## config.mk

```make
export PLATFORM = sky130hd
export DESIGN_NAME = sb_cfg_tile
export DESIGN_NICKNAME = d
export VERILOG_FILES = /design/src/rtl/sb_cfg_tile.sv
export SDC_FILE = /design/constraint.sdc
export NUM_CORES = 1
export LEC_CHECK = 0
export BUFFER_PORTS_ARGS = -buffer_cell sky130_fd_sc_hd__buf_2
export CORE_ASPECT_RATIO = 1.1
export CORE_MARGIN = 10
export CORE_UTILIZATION = 50
export CTS_CLUSTER_DIAMETER = 200
export CTS_CLUSTER_SIZE = 28
export DETAILED_ROUTE_END_ITERATION = 8
export PLACE_DENSITY = 0.75
export SLEW_MARGIN = 20
export SYNTH_ARGS = -nofsm -noshare
export SYNTH_HDL_FRONTEND = slang
export SYNTH_SLANG_ARGS = --single-unit
```

## constraint.sdc

```tcl
create_clock -name prog_clk -period 2.98 [get_ports prog_clk]
set_input_delay 0.298 -clock prog_clk [delete_from_list [all_inputs] [get_ports prog_clk]]
set_output_delay 0.298 -clock prog_clk [all_outputs]
set_load 0.01 [all_outputs]
```

## src/rtl/sb_cfg_tile.sv

```systemverilog
// Corner switch-block tile with a double-buffered configuration chain:
// bits shift into a shadow register and only reach the routing muxes on commit.
module sb_cfg_tile #(
    parameter int CHAN_W = 65,
    parameter int N_PIN  = 4
) (
    input  logic              prog_clk,
    input  logic              prog_reset_n,
    input  logic [0:CHAN_W-1] chanx_right_in,
    input  logic [0:CHAN_W-1] chany_bottom_in,
    input  logic [0:N_PIN-1]  pin_in,
    output logic [0:CHAN_W-1] chanx_right_out,
    output logic [0:CHAN_W-1] chany_bottom_out,
    input  logic              ccff_head,
    input  logic              ccff_en,
    input  logic              ccff_loop,
    input  logic              cfg_commit,
    output logic              ccff_tail,
    output logic              cfg_loaded,
    output logic              cfg_valid,
    output logic              cfg_err
);

    localparam int CFG_LEN = 4 * CHAN_W;
    localparam int CNT_W   = $clog2(CFG_LEN + 1);
    localparam logic [CNT_W-1:0] CNT_FULL = CNT_W'(CFG_LEN);

    typedef enum logic [1:0] {
        MODE_STRAIGHT = 2'd0,
        MODE_TWIST    = 2'd1,
        MODE_PIN      = 2'd2,
        MODE_OFF      = 2'd3
    } route_mode_e;

    logic [0:CFG_LEN-1] sh;
    logic [0:CFG_LEN-1] act;
    logic [CNT_W-1:0]   cnt;

    assign cfg_loaded = (cnt == CNT_FULL);
    assign ccff_tail  = sh[CFG_LEN-1];

    // NOTE: the configuration registers are reset explicitly (not left to
    // power-up), so a mid-load reset leaves a known all-zero shadow and active set.
    always_ff @(posedge prog_clk) begin
        if (!prog_reset_n) begin
            sh        <= '0;
            act       <= '0;
            cnt       <= '0;
            cfg_valid <= 1'b0;
            cfg_err   <= 1'b0;
        end else begin
            cfg_err <= 1'b0;
            if (ccff_en) begin
                // NOTE: non-blocking assignments let every stage read the old
                // neighbour value, which is what makes this a shift register.
                sh <= {(ccff_loop ? sh[CFG_LEN-1] : ccff_head), sh[0:CFG_LEN-2]};
                if (!cfg_loaded) begin
                    cnt <= cnt + CNT_W'(1);
                end
                if (cfg_commit) begin
                    cfg_err <= 1'b1;
                end
            end else if (cfg_commit) begin
                if (cfg_loaded) begin
                    act       <= sh;
                    cfg_valid <= 1'b1;
                    cnt       <= '0;
                end else begin
                    cfg_err <= 1'b1;
                end
            end
        end
    end

    for (genvar i = 0; i < CHAN_W; i++) begin : g_route
        route_mode_e sel_x;
        route_mode_e sel_y;
        logic        mux_x;
        logic        mux_y;

        assign sel_x = route_mode_e'({act[2*i], act[2*i+1]});
        assign sel_y = route_mode_e'({act[2*CHAN_W+2*i], act[2*CHAN_W+2*i+1]});

        // NOTE: each mux output gets a default before the case so no latch
        // can be inferred if a mode is ever left uncovered.
        always_comb begin
            mux_x = 1'b0;
            case (sel_x)
                MODE_STRAIGHT: mux_x = chany_bottom_in[i];
                MODE_TWIST:    mux_x = chany_bottom_in[(i+1) % CHAN_W];
                MODE_PIN:      mux_x = pin_in[i % N_PIN];
                default:       mux_x = 1'b0;
            endcase
        end

        always_comb begin
            mux_y = 1'b0;
            case (sel_y)
                MODE_STRAIGHT: mux_y = chanx_right_in[i];
                MODE_TWIST:    mux_y = chanx_right_in[(i+1) % CHAN_W];
                MODE_PIN:      mux_y = pin_in[i % N_PIN];
                default:       mux_y = 1'b0;
            endcase
        end

        assign chanx_right_out[i]  = mux_x & cfg_valid;
        assign chany_bottom_out[i] = mux_y & cfg_valid;
    end

endmodule

```

# After elaboration in Yosys (flattened, before gate mapping)
# Index checks and enable logic that the tools add are counted.
dict set report totals {
  ff_bits 531
  input_bits 140
  out_inout_bits 134
  elab_cells 672
}
dict set report classes {
  addsub 1
  bitwise 131
  n_mux 139
  n_eq_ne 262
  n_reduce_logical 134
}
# operator n
set ops {}
lappend ops {{one-hot mux 1 bit (3 select lines)} 130}
lappend ops {{== test 2 x 1 -> 1 bit (second input constant)} 130}
lappend ops {{== test 2 bit (second input constant)} 130}
lappend ops {{logical NOT 2 bit} 130}
lappend ops {{AND 1 bit} 130}
lappend ops {{two-way mux 9 bit} 4}
lappend ops {{adder 9 x 1 -> 9 bit (second input constant)} 1}
lappend ops {{== test 9 bit (second input constant)} 1}
lappend ops {{AND reduction 3 bit} 2}
lappend ops {{two-way mux 1 bit} 5}
lappend ops {{nonzero test 2 bit} 2}
lappend ops {{!= test 2 bit (second input constant)} 1}
lappend ops {{inverter 1 bit} 1}

# Logic depth before layout (Yosys ltp)
# Gate-level depths: netlist of the first run.
dict set report depth {
  ltp_word 4
  mapped_depth 9
  mapped_depth_nobuf 6
}

# Worst setup path after synthesis of the first run
# No wires, ideal clock.
dict set report synth_timing {
  path_type {reg-to-reg}
  start {register cnt[0]}
  end {register cnt[0]}
  synth_period_minus_slack_ns 2.164
  arrival_ns 2.048
  setup_time_ns 0.115
  slack_ns 0.816
  required_time_ns 2.865
  path_stages_with_launch 10
  cell_sequence {dfxtp_1 -> inv_1 -> ha_1 -> or4b_4 -> or4_1 -> buf_2 -> buf_2 -> buf_6 -> nand2_1 -> nor2_1}
}
dict set report synth_between {
  elab_chain_cells 3
}
# element line_no
set synth_rtl {}
lappend synth_rtl {{start: declaration} 37} ;# logic [CNT_W-1:0] cnt;
lappend synth_rtl {{start signal: assignment} 58} ;# cnt <= cnt + CNT_W'(1);
lappend synth_rtl {{adder 9 x 1 -> 9 bit / == test 9 bit (equally long branches)} {58, 39}}
lappend synth_rtl {{two-way mux 9 bit (tied with other cells)} 57} ;# if (!cfg_loaded) begin
lappend synth_rtl {{two-way mux 9 bit / AND reduction 3 bit (equally long branches)} --}
# Parallel ways exist; a longest one is shown, timed or not. The select of a mux whose other input is x is not followed.
# A chain may end at the register's enable or synchronous reset.

# Worst setup path after layout of the first run
dict set report layout_timing {
  start {register cnt[0]}
  end {output port cfg_loaded}
}
dict set report layout_between {
  elab_chain_cells 1
}
# element line_no
set layout_rtl {}
lappend layout_rtl {{== test 9 bit} 39} ;# assign cfg_loaded = (cnt == CNT_FULL);
lappend layout_rtl {{end: declaration} 19} ;# output logic cfg_loaded,
# No other way between the ends.

==> flow_metrics.py, run 1 <==
metrics = {
    "global_routing": {
        "grt_max_degree": 182,
        "grt_pass1_wl_um": 86400,
        "grt_usage_pct": 18.3,
        "gr-total-overflow": 0,
        "grt_pass1_vias": 17200,
        "grt_antenna_before_repair": 2,
    },
    "timing": {
        "min_period_over_period_pct": 86.4,
        "tightest_slew_ns": 0.859,
        "drv_slew": 0,
        "setup_viol": 0,
        "slew_headroom_pct": 42.8,
        "rsz0062_at_grt": "false",
        "period_needed_ns": 2.57,
        "clock.fmax_ghz": 0.388,
        "setup-tns-final_ns": 0,
        "hold_viol": 0,
        "finClkSkew_ns": 0.0130,
    },
    "clock_tree": {
        "cts_made_buffers": 22,
        "cts_max_path_buffers": 3,
        "clkLatencyLatePin_ns": 0.55,
        "root_buffer": "clkbuf_16",
        "numClockSinks": 531,
        "clkTransAtPathRegs_ns": 0.10,
        "cts_tree": "built",
        "cts_max_level": 1,
        "cts_resized": 0,
    },
    "synth": {
        "ys_ff_latch": 531,
        "synthArstFlopShare_pct": 0,
        "avgSynthCellArea_um2": 9.15,
        "ys_dominant_reg_cell": "dfxtp_1",
        "synth_cell_types": 34,
        "syn_nets": 2718,
        "synthCells": 2576,
        "syn_area_um2": 23600,
        "synth_seq_area_share_pct": 45.1,
        "synth-edff-count": 0,
        "synth_warnings": 0,
    },
    "placed_design": {
        "gp_congestion": 0.766,
        "port_buffers": 273,
        "dp_hpwl_um": 35800,
    },
    "routing": {
        "routed_via_density": 5.28,
        "routed_wirelength_um": 53500,
        "drc": 0,
        "routedWlPerCell_um": 16.1,
        "vias": 17500,
        "dr.pass1.iters": 5,
        "ant_nets": 0,
        "drt_iter0_markers": 1170,
    },
    "floorplan": {
        "core_region_area_um2": 46600,
        "ioPinCount": 274,
        "rows": 83,
        "die-height_um": 248,
        "initial_utilization_pct": 50.5,
        "die-area_um2": 56200,
        "die_w_um": 227,
    },
    "worst_hold_path": {
        "min_path_cells": 4,
        "hold_class": "in -> reg",
    },
    "critical_path": {
        "critPathBufInv": 3,
        "crit_family": "simple AND/OR/NAND/NOR gates",
        "path_depth": 6,
        "critPathMaxFanout": 4,
        "cpMostUsedCell": "inv_1",
        "crit_type": "reg -> out",
        "reg2reg_depth": 7,
        "critical_path_required_ns": 2.68,
        "critPathCaptureType": "output pin",
        "cp-start-kind": "flop",
        "cp_slowest_cell": "nor4b_1",
        "critPathArrivalTime_ns": 2.28,
        "slowest_delay_ns": 0.56,
        "path_cells": "inv_1, ha_1, nor4b_1, nand2_1, inv_1, buf_2",
    },
    "power": {
        "swShare_pct": 21.9,
        "p_comb_share_pct": 6.0,
        "switchingPower_mw": 2.47,
        "p_per_area_nw_per_um2": 436,
        "p_seq_share_pct": 63.0,
        "irDropWorstVdd_mv": 0.295,
        "p_int_mw": 8.81,
        "clkPwrFrac_pct": 31.0,
        "leakage_nw": 9.50,
        "finalPower_mw": 11.3,
    },
    "cells_and_area": {
        "layout.nets": 2867,
        "antennaDiodeCount": 0,
        "final_common_cell": "dfxtp_1",
        "drive_gt1_share_pct": 11.9,
        "final_cell_mix": "dfxtp_1 (530), nand2_1 (525), mux2i_1 (390)",
        "fill_cells": 4224,
        "area_growth_pct": 9.88,
    },
    "run": {
        "cap_viol_max_count": 0,
    },
    "status": {
        "status": "finished clean",
    },
}
[cells in the mapped netlist, types with 2 or more instances]
| cell type | n | area share (%) |
|---|---|---|
| a21boi_1 | 190 | 6.1 |
| and2_1 | 130 | 3.5 |
| dfxtp_1 | 531 | 45 |
| nand3b_1 | 130 | 4.1 |
| xor2_1 | 2 | 0.074 |
| clkbuf_1 | 105 | 1.7 |
| nand3_1 | 2 | 0.042 |
| nand4_1 | 3 | 0.080 |
| inv_1 | 5 | 0.080 |
| a21boi_0 | 72 | 2.3 |
| nor2_1 | 6 | 0.096 |
| ha_1 | 2 | 0.11 |
| a211oi_1 | 3 | 0.096 |
| nand2_1 | 525 | 8.4 |
| xnor2_1 | 2 | 0.074 |
| a21oi_1 | 4 | 0.085 |
| buf_1 | 25 | 0.40 |
| nor2b_1 | 260 | 6.9 |
| o21ai_0 | 134 | 2.8 |
| buf_2 | 42 | 0.89 |
| mux2i_1 | 390 | 17 |
[timing repair]
action                    CTS  global route
setup buffers               0             0
hold buffers                1             0
hold endpoints to repair    1             0
[worst min-delay path, cell delays in order]
cell	delay, ns
buf_2	0.07
mux2i_1	0.07
nand2_1	0.07
o211a_1	0.13
[layout make-up]
| class | count | area, µm² | area share (%) |
|---|---|---|---|
| Inverter | 5 | 18.8 | 0.0725 |
| Timing Repair Buffer | 298 | 1700 | 6.57 |
| Clock buffer | 25 | 583 | 2.25 |
| Sequential cell | 531 | 10600 | 41.1 |
| Tap cell | 595 | 744 | 2.88 |
| Multi-Input combinational cell | 1867 | 12200 | 47.2 |
[power groups by stage]
stage               Sequential (mW)  Clock (mW)  Combinational, mW
floorplan                      7.26           0              0.422
global placement               7.27           0              0.672
detailed placement             7.27           0              0.680
CTS                            7.10        3.61              0.684
global route                   7.11        3.85              0.733
finish                         7.10        3.50              0.681
[routing by layer]
metal | up-vias | share of wire, % | global-route usage [%]
li1 | 8878 | - | -
met5 | - | 0.032 | 0
met1 | 8323 | 46 | 23.5
met3 | 69 | 4.3 | 2.43
met4 | 4 | 1.9 | 4.53
met2 | 252 | 48 | 31.9
[stage by stage]
step	std cells	area [µm²]	setup WS [ns]	utilization, %	hold WS (ns)
after floorplan	2576	23600	0.816	-	0.443
after global placement	3295	25300	0.558	54.2	0.450
after detailed placement	3295	25300	0.511	54.2	0.459
after CTS	3321	25900	0.401	55.5	0.0848
after global routing	3321	25900	0.161	55.5	0.0973
final	3321	25900	0.405	55.5	0.104
[state kept, by name (all words and copies together), names as in the netlist]
signal and flops:
act 260, sh 260, cnt 9, cfg_err 1, cfg_valid 1
[path summary, 6_finish.rpt]
| kind | slack [ns] | from | to |
|---|---|---|---|
| setup / recovery | 0.41 | cnt[0] | cfg_loaded |
| hold / removal | 0.10 | ccff_head | sh[0] |
| setup reg to reg | 0.48 | cnt[0] | act[202] |
| hold reg to reg | 0.46 | sh[37] | act[37] |
[logic make-up (layout without fill, tap and decap cells)]
family | Yosys count | in the layout | synth area share (%)
compound gates | 407 | 407 | 11.5
xor+xnor | 4 | 4 | 0.149
fa+ha+maj | 2 | 2 | 0.106
buf+inv | 178 | 328 | 3.09
flops | 531 | 531 | 45.1
mux | 390 | 390 | 16.6
simple gates | 1064 | 1064 | 23.4
Power figures use the tool's default switching activity.
==> inputs of run 2 (changes only) <==
--- a/config.mk
+++ b/config.mk
@@ -9,6 +9,7 @@
 export CORE_ASPECT_RATIO = 1.1
 export CORE_MARGIN = 10
 export CORE_UTILIZATION = 50
+export CTS_BUF_LIST = sky130_fd_sc_hd__clkbuf_8
 export CTS_CLUSTER_DIAMETER = 200
 export CTS_CLUSTER_SIZE = 28
 export DETAILED_ROUTE_END_ITERATION = 8
==> run 2 against run 1 <==
Effect of this change:
- sequential power about the same
- final area fell by 0.99%
- global-route usage about the same
- critical path type unchanged
- first-iteration DRC count decreased by 9.4%
- cell count about the same
- clock skew increased by 0.024 ns
- sequential share of layout area is 0.41 points higher
- register-to-register slack about the same
- via count shrank 0.33%
- combinational power hardly changed
==> flow_metrics.py, run 2 (same netlist as run 1, synthesis figures left out) <==
metrics = {
    "floorplan": {
        "die-area_um2": 56200,
        "initial_utilization_pct": 50.5,
        "core_region_area_um2": 46600,
        "rows": 83,
        "ioPinCount": 274,
        "die_w_um": 227,
        "die-height_um": 248,
    },
    "routing": {
        "vias": 17500,
        "routed_via_density": 5.26,
        "dr.pass1.iters": 5,
        "routed_wirelength_um": 53200,
        "drc": 0,
        "drt_iter0_markers": 1060,
        "routedWlPerCell_um": 16.0,
        "ant_nets": 0,
    },
    "clock_tree": {
        "clkLatencyLatePin_ns": 0.63,
        "numClockSinks": 531,
        "postCtsSetupBuffers": 0,
        "clkTransAtPathRegs_ns": 0.16,
        "cts_max_path_buffers": 3,
        "root_buffer": "clkbuf_8",
        "cts_made_buffers": 22,
        "cts_max_level": 1,
        "cts_tree": "built",
    },
    "global_routing": {
        "grt_max_degree": 182,
        "grt_antenna_before_repair": 3,
        "gr-total-overflow": 0,
        "grt_pass1_wl_um": 86400,
        "grt_pass1_vias": 17200,
        "grt_usage_pct": 18.3,
    },
    "placed_design": {
        "dp_hpwl_um": 35800,
        "gp_congestion": 0.766,
        "placedCellCount": 3295,
        "port_buffers": 273,
        "place_area_um2": 25300,
    },
    "critical_path": {
        "critPathMaxFanout": 4,
        "cp-start-kind": "flop",
        "slowest_delay_ns": 0.56,
        "startpoint": "cnt[0]",
        "crit_type": "reg -> out",
        "r2r_start": "cnt[0]",
        "path_cells": "inv_1, ha_1, nor4b_1, nand2_1, inv_1, buf_2",
        "cpMostUsedCell": "inv_1",
        "cp_slowest_cell": "nor4b_1",
        "reg2reg_slack_ns": 0.47,
        "critPathCaptureType": "output pin",
        "critPathArrivalTime_ns": 2.35,
        "critical_path_required_ns": 2.68,
    },
    "timing": {
        "rsz0062_at_grt": "false",
        "slew_headroom_pct": 43.4,
        "min_period_over_period_pct": 88.9,
        "finClkSkew_ns": 0.0371,
        "tightest_slew_ns": 0.848,
        "setup-tns-final_ns": 0,
        "clock.fmax_ghz": 0.378,
        "hold_viol": 0,
        "period_needed_ns": 2.65,
        "setup_viol": 0,
        "drv_slew": 0,
    },
    "cells_and_area": {
        "post-route-util_pct": 55.0,
        "final_area_um2": 25600,
        "final_common_cell": "dfxtp_1",
        "drive_gt1_share_pct": 11.9,
        "final_cell_mix": "dfxtp_1 (530), nand2_1 (525), mux2i_1 (390)",
        "multi_input_area_um2": 12200,
        "layout.nets": 2867,
        "area_growth_pct": 8.79,
        "ff_latch_area_um2": 10600,
        "stdcell_count": 3322,
        "reg_top3": "act (260), sh (260), cnt (9)",
        "fill_cells": 4268,
    },
    "power": {
        "p_per_area_nw_per_um2": 410,
        "irDropWorstVdd_mv": 0.306,
        "leakage_nw": 9.39,
        "finalPower_mw": 10.5,
    },
    "worst_hold_path": {
        "min_from": "ccff_head",
        "hold_class": "in -> reg",
    },
    "run": {
        "cap_viol_max_count": 0,
    },
    "status": {
        "status": "finished clean",
    },
}
-- run 2: per-layer routing --
metal | routed length, µm | GRT usage, %
met5 | 17 | 0
met4 | 1060 | 4.73
met3 | 2080 | 2.37
met2 | 25600 | 31.8
met1 | 24400 | 23.5
-- run 2: worst max-delay path: cells and delay by family (launching register included) --
kind	cells	cell delay, ns
buffers and inverters	3	0.42
adders and majority gates	1	0.16
and+or+nand+nor	2	0.78
DFF	1	0.38
-- run 2: metrics by stage --
stage	setup slack [ns]	hold slack [ns]
finish	0.331	0.0538
global route	0.0575	0.0168
CTS	0.291	0.0127
detailed placement	0.511	0.459
global placement	0.558	0.450
floorplan	0.816	0.443
-- run 2: final timing paths --
kind	depth (start not counted)	to
worst min-delay path	4	sh[0]
worst max register to register	7	act[202]
worst min register to register	2	act[37]
worst max-delay path	6	cfg_loaded
-- run 2: final cells by class --
| class | instances | share of cell area, % |
|---|---|---|
| sequential | 531 | 41.5 |
| multi-input combinational | 1867 | 47.6 |
| clock buffer | 23 | 1.23 |
| inverter | 5 | 0.0732 |
| tap | 595 | 2.90 |
| clock inverter | 2 | 0.0293 |
| antenna | 1 | 0.00976 |
| timing repair buffer | 298 | 6.64 |
-- run 2: repair_timing --
action,4_1_cts,5_1_grt
hold endpoints to repair,1,0
hold buffers,1,0
resized for setup,0,0
-- run 2: power by group --
| group | switching, mW | internal, mW |
|---|---|---|
| logic | 0.365 | 0.316 |
| registers | 0.00593 | 7.11 |
| clock network | 2.00 | 0.708 |
==> inputs of run 3 (changes only) <==
--- a/config.mk
+++ b/config.mk
@@ -8,12 +8,12 @@
 export BUFFER_PORTS_ARGS = -buffer_cell sky130_fd_sc_hd__buf_2
 export CORE_ASPECT_RATIO = 1.1
 export CORE_MARGIN = 10
-export CORE_UTILIZATION = 50
+export CORE_UTILIZATION = 54
 export CTS_BUF_LIST = sky130_fd_sc_hd__clkbuf_8
 export CTS_CLUSTER_DIAMETER = 200
 export CTS_CLUSTER_SIZE = 28
 export DETAILED_ROUTE_END_ITERATION = 8
-export PLACE_DENSITY = 0.75
+export PLACE_DENSITY = 0.8
 export SLEW_MARGIN = 20
 export SYNTH_ARGS = -nofsm -noshare
 export SYNTH_HDL_FRONTEND = slang
==> run 3 against run 2 <==
Effect of this change:
- final area is 0.20% higher
- register-to-register slack worse by 0.14 ns
- clock-buffer cell count stayed put
- critical endpoint is now act[232]
- largest power group unchanged
==> flow_metrics.py, run 3 (same netlist as run 1, synthesis figures left out) <==
metrics = {
    "critical_path": {
        "cp-start-kind": "flop",
        "crit_type": "reg -> reg",
        "critPathArrivalTime_ns": 3.16,
        "critical_path_required_ns": 3.48,
        "critPathMaxFanout": 119,
        "critPathCaptureType": "flop",
        "path_cells": "inv_1, ha_1, or4b_4, or4_4, buf_12, nand2_1, a21boi_0",
        "reg2reg_depth": 7,
        "cp_slowest_cell": "or4_4",
        "slowest_delay_ns": 0.71,
    },
    "cells_and_area": {
        "final_area_um2": 25700,
        "reg_top3": "act (260), sh (260), cnt (9)",
        "fill_cells": 3841,
        "final_cell_mix": "dfxtp_1 (530), nand2_1 (525), mux2i_1 (390)",
        "area_growth_pct": 9.01,
        "drive_gt1_share_pct": 11.9,
        "final_common_cell": "dfxtp_1",
        "layout.nets": 2870,
    },
    "power": {
        "leakage_nw": 9.42,
        "irDropWorstVdd_mv": 0.232,
        "p_per_area_nw_per_um2": 408,
    },
    "timing": {
        "rsz0062_at_grt": "false",
        "hold_viol": 0,
        "tightest_slew_ns": 0.891,
        "drv_slew": 0,
        "setup_viol": 0,
        "clock.fmax_ghz": 0.377,
        "setup-tns-final_ns": 0,
        "slew_headroom_pct": 40.6,
        "finClkSkew_ns": 0.0240,
        "min_period_over_period_pct": 89.1,
        "period_needed_ns": 2.65,
    },
    "routing": {
        "vias": 17600,
        "routed_via_density": 5.32,
        "routedWlPerCell_um": 15.6,
        "routed_wirelength_um": 51500,
        "drc": 0,
        "dr.pass1.iters": 5,
        "drt_iter0_markers": 1037,
        "ant_nets": 0,
    },
    "floorplan": {
        "die-area_um2": 52400,
        "rows": 80,
        "core_region_area_um2": 43200,
        "die_w_um": 219,
        "initial_utilization_pct": 54.5,
        "ioPinCount": 274,
        "die-height_um": 239,
    },
    "clock_tree": {
        "cts_made_buffers": 22,
        "cts_tree": "built",
        "clkLatencyLatePin_ns": 0.62,
        "holdBufCountCts": 3,
        "cts_resized": 0,
        "cts_max_path_buffers": 3,
        "numClockSinks": 531,
        "postCtsSetupBuffers": 0,
        "cts_max_level": 1,
        "clkTransAtPathRegs_ns": 0.16,
        "root_buffer": "clkbuf_8",
    },
    "global_routing": {
        "grt_max_degree": 139,
        "grt_antenna_before_repair": 0,
        "grt_usage_pct": 18.8,
        "gr-total-overflow": 0,
        "grt_pass1_wl_um": 84000,
        "grt_pass1_vias": 17000,
    },
    "placed_design": {
        "port_buffers": 273,
        "dp_hpwl_um": 35500,
        "place_area_um2": 25300,
        "gp_congestion": 0.818,
    },
    "status": {
        "status": "finished clean",
    },
    "worst_hold_path": {
        "min_path_cells": 2,
        "hold_class": "in -> reg",
    },
    "run": {
        "cap_viol_max_count": 0,
    },
}
==> run 3: cell count changes in the layout (fill, tap and decap cells not counted), sizes merged <==
cell,change
dlygate4sd3,+2
buf,+1
==> run 3: final timing paths <==
check                    start   endpoint  slack (ns)
hold / removal    prog_reset_n  cfg_valid        0.14
setup / recovery        cnt[0]   act[232]        0.33
hold reg to reg        sh[150]   act[150]        0.46
setup reg to reg        cnt[0]   act[232]        0.33
==> run 3: power breakdown <==
part | switching (mW) | internal [mW] | total (mW)
clock | 1.98 | 0.709 | 2.69
sequential | 0.00543 | 7.11 | 7.11
combinational | 0.353 | 0.319 | 0.672
total | 2.34 | 8.13 | 10.5
==> run 3: metal layers <==
| metal | share of wire, % | global-route usage (%) |
|---|---|---|
| met3 | 4.0 | 2.38 |
| met2 | 48 | 32.9 |
| met4 | 1.7 | 4.16 |
| met1 | 46 | 24.1 |
| met5 | 0 | 0 |
==> run 3: critical path: cells and delay by family, from the launching register on <==
kind | cells | cell delay [ns]
AND/OR/NAND/NOR | 3 | 1.37
flip-flops | 1 | 0.38
buffers and inverters | 2 | 0.38
adder cells (fa/ha/maj) | 1 | 0.16
AO/OA/AOI/OAI | 1 | 0.10
==> run 3: per-stage QoR <==
step / hold slack (ns) / cells / utilization (%) / power (mW) / worst slack (ns)
2_1_floorplan: 0.443 / 2576 / - / 7.69 / 0.816
3_3_place_gp: 0.451 / 3275 / 58.6 / 7.92 / 0.523
3_5_place_dp: 0.459 / 3275 / 58.6 / 7.94 / 0.442
4_1_cts: 0.0878 / 3303 / 59.4 / 10.6 / 0.324
5_1_grt: 0.124 / 3303 / 59.4 / 10.9 / 0.144
6_report: 0.136 / 3304 / 59.4 / 10.5 / 0.326
==> run 3: layout make-up <==
type	count	area (µm²)	share of cell area, %
Tap cell	574	718	2.80
Timing Repair Buffer	301	1780	6.93
Antenna cell	1	2.50	0.00974
Sequential cell	531	10600	41.4
Clock inverter	2	7.51	0.0292
Inverter	5	18.8	0.0731
Multi-Input combinational cell	1867	12200	47.5
Clock buffer	23	317	1.23
